===== src/rtl/median_filter_conf_host.sv =====
// Host-to-register-bus bridge for the median filter: one outstanding transaction, per-transaction
// timeout, and an optional three-write boot sequence that programs image size and enable.
module median_filter_conf_host #(
  parameter int unsigned DW_MA   = 8,
  parameter int unsigned DW_MD   = 16,
  parameter int unsigned TIMEOUT = 15,
  parameter int unsigned INIT_EN = 1,
  parameter int unsigned INIT_IW = 640,
  parameter int unsigned INIT_IH = 480
) (
  input  logic             clk,
  input  logic             rstb,
  input  logic             cmd_valid,
  output logic             cmd_ready,
  input  logic             cmd_wr,
  input  logic [DW_MA-1:0] cmd_adr,
  input  logic [DW_MD-1:0] cmd_wdt,
  output logic             rsp_valid,
  input  logic             rsp_ready,
  output logic [DW_MD-1:0] rsp_rdt,
  output logic             rsp_err,
  output logic [DW_MA-1:0] m_mb_adr,
  output logic [DW_MD-1:0] m_mb_wdt,
  output logic             m_mb_wr,
  output logic             m_mb_rd,
  input  logic [DW_MD-1:0] m_mb_rdt,
  input  logic             m_mb_val,
  output logic             init_done,
  output logic             boot_err
);

  localparam int unsigned ToEff = (TIMEOUT > 1) ? TIMEOUT : 2;
  localparam int unsigned CntW  = $clog2(ToEff);
  localparam logic [CntW-1:0] CntLast = CntW'(ToEff - 1);

  typedef enum logic [2:0] {StBoot, StIdle, StReq, StWait, StResp} state_e;

  state_e           state_q, state_d;
  logic [1:0]       step_q, step_d;
  logic             boot_q, boot_d;
  logic             wr_q, wr_d;
  logic [DW_MA-1:0] adr_q, adr_d;
  logic [DW_MD-1:0] wdt_q, wdt_d;
  logic [CntW-1:0]  cnt_q, cnt_d;
  logic             ack_q, ack_d;
  logic [DW_MD-1:0] ack_rdt_q, ack_rdt_d;
  logic             rsp_valid_q, rsp_valid_d;
  logic [DW_MD-1:0] rsp_rdt_q, rsp_rdt_d;
  logic             rsp_err_q, rsp_err_d;
  logic             cmd_ready_q, cmd_ready_d;
  logic             init_done_q, init_done_d;
  logic             boot_err_q, boot_err_d;

  logic             cpl;
  logic             cpl_err;
  logic [DW_MD-1:0] cpl_rdt;

  always_comb begin
    state_d     = state_q;
    step_d      = step_q;
    boot_d      = boot_q;
    wr_d        = wr_q;
    adr_d       = adr_q;
    wdt_d       = wdt_q;
    cnt_d       = cnt_q;
    ack_d       = ack_q;
    ack_rdt_d   = ack_rdt_q;
    rsp_valid_d = rsp_valid_q;
    rsp_rdt_d   = rsp_rdt_q;
    rsp_err_d   = rsp_err_q;
    init_done_d = init_done_q;
    boot_err_d  = boot_err_q;
    cpl         = 1'b0;
    cpl_err     = 1'b0;
    cpl_rdt     = '0;

    case (state_q)
      StBoot: begin
        boot_d  = 1'b1;
        wr_d    = 1'b1;
        state_d = StReq;
        case (step_q)
          2'd0: begin
            adr_d = DW_MA'(1);
            wdt_d = DW_MD'(INIT_IW);
          end
          2'd1: begin
            adr_d = DW_MA'(2);
            wdt_d = DW_MD'(INIT_IH);
          end
          default: begin
            adr_d = DW_MA'(0);
            wdt_d = DW_MD'(1);
          end
        endcase
      end
      StIdle: begin
        if (cmd_valid && cmd_ready_q) begin
          boot_d  = 1'b0;
          wr_d    = cmd_wr;
          adr_d   = cmd_adr;
          wdt_d   = cmd_wdt;
          state_d = StReq;
        end
      end
      StReq: begin
        // An ack alongside the strobe is remembered and retired on the first WAIT cycle.
        cnt_d     = '0;
        ack_d     = m_mb_val;
        ack_rdt_d = m_mb_rdt;
        state_d   = StWait;
      end
      StWait: begin
        if (ack_q || m_mb_val) begin
          cpl = 1'b1;
          if (!wr_q) begin
            cpl_rdt = ack_q ? ack_rdt_q : m_mb_rdt;
          end
        end else if (cnt_q == CntLast) begin
          cpl     = 1'b1;
          cpl_err = 1'b1;
        end else begin
          cnt_d = cnt_q + CntW'(1);
        end
      end
      StResp: begin
        if (rsp_ready) begin
          rsp_valid_d = 1'b0;
          state_d     = StIdle;
        end
      end
      default: state_d = StIdle;
    endcase

    if (cpl) begin
      ack_d = 1'b0;
      if (boot_q) begin
        boot_err_d = boot_err_q | cpl_err;
        if (step_q == 2'd2) begin
          init_done_d = 1'b1;
          state_d     = StIdle;
        end else begin
          step_d  = step_q + 2'd1;
          state_d = StBoot;
        end
      end else begin
        rsp_valid_d = 1'b1;
        rsp_rdt_d   = cpl_rdt;
        rsp_err_d   = cpl_err;
        state_d     = StResp;
      end
    end

    if (INIT_EN == 0) begin
      init_done_d = 1'b1;
    end
    // Registered so it is 0 throughout reset and low in the RESP handoff cycle.
    cmd_ready_d = (state_d == StIdle);
  end

  always_ff @(posedge clk) begin
    if (rstb) begin
      state_q     <= (INIT_EN != 0) ? StBoot : StIdle;
      step_q      <= '0;
      boot_q      <= 1'b0;
      wr_q        <= 1'b0;
      adr_q       <= '0;
      wdt_q       <= '0;
      cnt_q       <= '0;
      ack_q       <= 1'b0;
      ack_rdt_q   <= '0;
      rsp_valid_q <= 1'b0;
      rsp_rdt_q   <= '0;
      rsp_err_q   <= 1'b0;
      cmd_ready_q <= 1'b0;
      init_done_q <= 1'b0;
      boot_err_q  <= 1'b0;
    end else begin
      state_q     <= state_d;
      step_q      <= step_d;
      boot_q      <= boot_d;
      wr_q        <= wr_d;
      adr_q       <= adr_d;
      wdt_q       <= wdt_d;
      cnt_q       <= cnt_d;
      ack_q       <= ack_d;
      ack_rdt_q   <= ack_rdt_d;
      rsp_valid_q <= rsp_valid_d;
      rsp_rdt_q   <= rsp_rdt_d;
      rsp_err_q   <= rsp_err_d;
      cmd_ready_q <= cmd_ready_d;
      init_done_q <= init_done_d;
      boot_err_q  <= boot_err_d;
    end
  end

  assign cmd_ready = cmd_ready_q;
  assign rsp_valid = rsp_valid_q;
  assign rsp_rdt   = rsp_rdt_q;
  assign rsp_err   = rsp_err_q;
  assign m_mb_adr  = adr_q;
  assign m_mb_wdt  = wdt_q;
  assign m_mb_wr   = (state_q == StReq) & wr_q;
  assign m_mb_rd   = (state_q == StReq) & ~wr_q;
  assign init_done = init_done_q;
  assign boot_err  = boot_err_q;

endmodule


===== config.mk =====
export PLATFORM = sky130hd
export DESIGN_NAME = median_filter_conf_host
export DESIGN_NICKNAME = d
export VERILOG_FILES = /design/src/rtl/median_filter_conf_host.sv
export SDC_FILE = /design/constraint.sdc
export NUM_CORES = 1
export LEC_CHECK = 0
export ABC_AREA = 1
export BUFFER_PORTS_ARGS = -buffer_cell sky130_fd_sc_hd__buf_2
export CORE_MARGIN = 4
export CORE_UTILIZATION = 35
export CTS_BUF_LIST = sky130_fd_sc_hd__clkbuf_2 sky130_fd_sc_hd__clkbuf_4 sky130_fd_sc_hd__clkbuf_8
export DETAILED_ROUTE_END_ITERATION = 10
export MAX_ROUTING_LAYER = met4
export PLACE_DENSITY_LB_ADDON = 0.15
export SKIP_LAST_GASP = 1
export SLEW_MARGIN = 10
export SYNTH_ARGS = -nofsm -noshare
export SYNTH_HDL_FRONTEND = slang
export SYNTH_SLANG_ARGS = --single-unit

===== constraint.sdc =====
create_clock -name clk -period 1.6 [get_ports clk]
set_clock_uncertainty 0.05 [all_clocks]
set_input_delay 0.08 -clock clk [delete_from_list [all_inputs] [get_ports clk]]
set_output_delay 0.08 -clock clk [all_outputs]
set_load 0.02 [all_outputs]

# Yosys cells after proc, flatten, opt, wreduce, memory -nomap -nowiden
# Cells that the tools add are included.
[totals]
regBits = 73
inputBits = 46
out_inout_bits = 47
elab_cells = 79
[classes]
add_sub_neg = 2
n_eq_ne = 11
muxes = 32
bitwise = 6
reduce_logical = 13
[op_table]
columns = ["operator", "n"]
rows = [
  ["two-way mux 16 bit", 5],
  ["one-hot mux 16 bit (2 select lines)", 1],
  ["one-hot mux 10 bit (2 select lines)", 1],
  ["one-hot mux 8 bit (2 select lines)", 1],
  ["one-hot mux 3 bit (5 select lines)", 1],
  ["two-way mux 1 bit", 12],
  ["two-way mux 3 bit", 4],
  ["AND reduction 3 bit", 3],
  ["two-way mux 4 bit", 2],
  ["two-way mux 8 bit", 1],
  ["one-hot mux 4 bit (2 select lines)", 1],
  ["equality test 3 x 1 -> 1 bit (second input constant)", 2],
  ["equality test 3 x 2 -> 1 bit (second input constant)", 2],
  ["inequality test 2 bit (second input constant)", 3],
  ["AND reduction 2 bit", 3],
  ["adder 4 x 1 -> 4 bit (second input constant)", 1],
  ["equality test 4 bit (second input constant)", 1],
  ["one-hot mux 1 bit (2 select lines)", 2],
  ["one-hot mux 2 bit (2 select lines)", 1],
  ["nonzero test 2 bit", 2],
  ["equality test 3 bit (second input constant)", 1],
  ["logical NOT 3 bit", 1],
  ["inverter 1 bit", 3],
  ["adder 2 x 1 -> 2 bit (second input constant)", 1],
  ["8 further kinds", 9],
]

# Logic depth before layout (Yosys ltp)
[logic_depth]
depth_word = 6
ltp_mapped = 10
depth_no_buf = 9

# Worst setup path after synthesis
# Ideal clock, no wire load.
[synth_path]
path_kind = "flip-flop to flip-flop"
startpoint = "register state_q[0]"
endpoint = "register rsp_err_q, in the netlist rsp_err"
setup_ps = 132
arrival_ps = 1182
required_time_ps = 1418
slack_ps = 236
path_stages_with_launch = 10
n_path_buf = 2
synth_period_minus_slack_ps = 1364
cell_sequence = "dfxtp_1 -> inv_2 -> buf_6 -> nor2_8 -> nand2_4 -> inv_6 -> nand2_8 -> buf_8 -> nand2_1 -> a21oi_1"
[synth_via]
elab_chain_len = 3
word_cells_on_any_way = 4
cone_classes = "1 x eq/ne; 2 x mux; 1 x reduce/logical"
[synth_lines]
columns = ["item", "line", "text"]
rows = [
  ["start: declaration", "38", "state_e state_q, state_d;"],
  ["start signal: assignment", "163", "state_q <= (INIT_EN != 0) ? StBoot : StIdle;"],
  ["start signal: assignment", "179", "state_q <= state_d;"],
  ["equality test 3 x 2 -> 1 bit (*)", "77", "case (state_q)"],
  ["two-way mux 1 bit", "77", ""],
  ["AND reduction 2 bit (no line)", "-", ""],
  ["end signal: assignment", "190", "rsp_err_q <= rsp_err_d;"],
  ["end: declaration", "49", "logic rsp_err_q, rsp_err_d;"],
]
# Mark *: on every way between the ends. The rest lies on a longest branch, timed or not.
# A chain may end at the register's enable or synchronous reset.

# Worst setup path after layout
[layout_path]
startpoint = "register state_q[2]"
endpoint = "output port m_mb_wr"
[layout_via]
elab_chain_len = 2
[layout_lines]
columns = ["item", "line", "text"]
rows = [
  ["equality test 3 x 2 -> 1 bit", "203", "assign m_mb_wr = (state_q == StReq) & wr_q;"],
  ["bitwise AND 1 bit", "203", ""],
  ["end: declaration", "24", "output logic m_mb_wr,"],
]
# Every way passes these cells.

==> summary.md <==
| Metric | Value |
|---|---|
| Total routed wirelength | 8920 µm |
| Bufs and invs on worst path | 4 |
| CP Launch Type | register |
| Rows | 34 |
| Adder-Cell Fraction of Synth Area | 1.96% |
| Die X-Extent | 104 µm |
| Reg2Reg Depth | 7 |
| Final antenna-violating net count | 0 |
| Crit path top cell by count | nand2_4 |
| Nets@finish | 610 |
| Delay-heaviest family, CP | buffers and inverters |
| Top Ports | 93 |
| CTS max path bufs | 2 |
| Setup TNS | 0 ns |
| Total track usage | 17.2% |
| Synthesized Nets | 486 |
| Utilization after layout | 49.8% |
| Post-Synth XOR/XNOR Area | 0.274% |
| Core area | 8810 µm² |
| Final setup vio count | 0 |
| Cell Area, Synth | 3200 µm² |
| Largest family of logic cells by synthesized area | simple AND/OR/NAND/NOR gates |
| Mapped Cells | 435 |
| YS warnings | 0 |
| Leak Pwr | 1.96 nW |
| Clock latency at the later pin of the worst-skew pair | 0.34 ns |
| Register area share after synthesis | 45.7% |
| Worst Hold Class | primary input to register |
| Root Driver | clkbuf_8 |
| Area grow syn2layout | 37.1% |
| PnR worst setup slack | 0.104 ns |
| First-pass GRT wire length | 15100 µm |
| Vias in the first global route | 3168 |
| Final Cycle Share | 93.5% |
| Flop-to-flop setup slack | 0.12 ns |
| Clock sinks | 73 |
| Final min period | 1.50 ns |
| DP HPWL | 5670 µm |
| Cell variety after synth | 30 |
| CP Max Fanout | 10 |
| Crit Reg-Reg Startpoint | state_q[2]$_SDFF_PP0_ |
| IR Drop Worst-Case VDD | 622 µV |
| Vias | 3209 |
| Initial antenna violation count | 0 |
| Layout cells sized above 1 | 25.0% |
| MaxCap Viol Count | 0 |
| Hold endpoint | m_mb_wdt[8]$_SDFFE_PP0P_ |
| Die area | 10700 µm² |
| Initial Util | 36.3% |
| Slew HR | 60.1% |
| Cell Chain, Critical Path | inv_2 -> nand2_4 -> inv_4 -> nand2_4 -> buf_12 -> nor2_1 -> buf_4 |
| Dpl cells | 618 |
| CTS tree | done |
| Seq cells post-synth | 73 |
| Setup WS pre-CTS | 0.0838 ns |
| Largest net degree at the start of global routing | 54 |
| RSZ-0062 raised after global routing | no |
| Worst Path Arrival | 1.37 ns |
| Max stage delay on crit path | 0.35 ns |
| DRC | 0 |
| CP Capture Type | primary output |
| RD Place Congestion | 0.810 |
| DRT Pass-1 Iters | 4 |
| Worst-path clk slew | 0.07 ns |
| Syn_area_per_cell | 7.35 µm² |
| H-tree depth | 3 |
| Final hold violation count | 0 |
| Mux cell area share after synthesis | 0% |
| Slew @ Worst Pin | 0.598 ns |
| Slowest CP cell | dfxtp_2 |
| Crit path required time | 1.47 ns |
| Global route overflow | 0 |
| Crit Path Class | register to primary output |
| Reg-to-Reg End | rsp_rdt[1]$_SDFFE_PP0P_ |
| Outcome | finished, final reports clean |
| Die Y | 104 µm |
| Vias per inst | 4.78 |
| Fmax | 669 MHz |
| Post-Synth Simple-Gate Area | 27.1% |
| PwrDens | 1110 nW/µm² |
| Ant diodes | 0 |
| Hold WS | 0.00414 ns |
| Hold Path Stages | 5 |
| Max-slew violations | 0 |
| CTS Buf Count | 9 |
| Initial DRC Count | 85 |
| Compound-Gate Fraction of Synth Area | 16.5% |
| Final Instance Count excl. Fillers | 672 |
| Port-buffer cells | 92 |
| Wirelength per Cell | 13.3 µm |
| Hold_sp | cmd_wdt[8] |
==> cell usage after synthesis (all sizes together) <==
cell	count	area [µm²]
a211oi	1	7.51
a21oi	62	325
buf	15	100
clkbuf	11	41.3
dfxtp	73	1460
ha	5	62.6
inv	33	129
nand2	105	423
nand3	43	215
nand3b	2	15.0
nand4	3	18.8
nor2	43	195
o21a	1	7.51
o21ai	36	180
o21bai	1	7.51
xor2	1	8.76
==> sequential cells by signal (all words and copies together) (netlist names) <==
signal / flops
ack_q: 1
ack_rdt_q: 16
boot_err: 1
boot_q: 1
cmd_ready: 1
cnt_q: 4
init_done: 1
m_mb_adr: 8
m_mb_wdt: 16
rsp_err: 1
rsp_rdt: 16
rsp_valid: 1
state_q: 3
step_q: 2
wr_q: 1
==> report_power, final <==
group	total [mW]	internal [mW]	switching [mW]
registers	2.08	1.98	0.0981
clock network	1.55	0.882	0.664
logic	1.23	0.463	0.768
==> layer usage <==
metal | up-vias | GRT usage [%] | wire length [µm]
li1 | 1665 | - | -
met1 | 1445 | 20.8 | 4140
met2 | 92 | 28.6 | 4110
met3 | 7 | 5.47 | 605
met4 | 0 | 3.51 | 63
met5 | - | - | 0
==> cells in the final DEF, fill, tap and decap left out, types with 3 or more instances in the layout <==
master | netlist | layout
nand2_1 | 101 | 100
buf_2 | 8 | 90
dfxtp_1 | 73 | 70
a21oi_1 | 60 | 59
nand3_1 | 43 | 43
nor2_1 | 39 | 39
o21ai_0 | 36 | 36
dlygate4sd3_1 | 0 | 35
inv_1 | 28 | 27
clkbuf_8 | 0 | 12
buf_4 | 2 | 10
ha_1 | 5 | 5
inv_2 | 4 | 3
nand2_4 | 1 | 3
nand4_1 | 3 | 3
dfxtp_2 | 0 | 3
==> worst register-to-register path, cell delays in order, from the launching register on <==
cell	delay, ns
dfxtp_2	0.35
inv_2	0.07
nand2_4	0.08
inv_4	0.08
nand2_1	0.09
nor2_4	0.36
nand3_1	0.16
a21oi_2	0.18
==> metrics by stage <==
stage | total power [mW] | area [µm²]
2_1_floorplan | 2.87 | 3200
5_1_grt | 5.15 | 4380
3_3_place_gp | 3.21 | 3740
6_report | 4.86 | 4380
4_1_cts | 4.85 | 4320
3_5_place_dp | 3.22 | 3740
==> timing repair <==
| action | in CTS | in global routing |
|---|---|---|
| cloned | 0 | 1 |
| hold buffers | 35 | 0 |
| endpoints found under the setup margin | 2 | 29 |
| gates resized for setup | 3 | 11 |
| hold endpoints to repair | 35 | 0 |
| buffers inserted | 0 | 2 |
| pin swaps | 0 | 0 |
==> worst max-delay path by stage <==
stage               depth (start not counted)                        to  slack (ns)                  start
finish                                      7                   m_mb_wr        0.10  state_q[2]$_SDFF_PP0_
global route                                9   rsp_rdt[1]$_SDFFE_PP0P_       0.005  cnt_q[0]$_SDFFE_PP0P_
CTS                                         7                   m_mb_rd       0.004  state_q[2]$_SDFF_PP0_
detailed placement                          6  m_mb_wdt[1]$_SDFFE_PP0P_        0.08  state_q[0]$_SDFF_PP0_
global placement                            6  m_mb_adr[6]$_SDFFE_PP0P_        0.12  state_q[0]$_SDFF_PP0_
floorplan                                   9      rsp_err$_SDFFE_PP0P_        0.24  state_q[0]$_SDFF_PP0_
==> area by class of cell <==
cell class	instances	area (µm²)
sequential	73	1470
clock buffer	14	180
timing repair buffer	139	952
inverter	33	134
clock inverter	2	35.0
multi-input combinational	303	1480
tap	108	135
fill	894	4420
==> kinds of logic (layout without fill, tap and decap cells) <==
logic type,after synthesis,count (layout)
simple gates,196,196
compound gates,101,101
xor+xnor,1,1
flops,73,73
fa+ha+maj,5,5
buf+inv,59,188
Power figures use the tool's default switching activity.
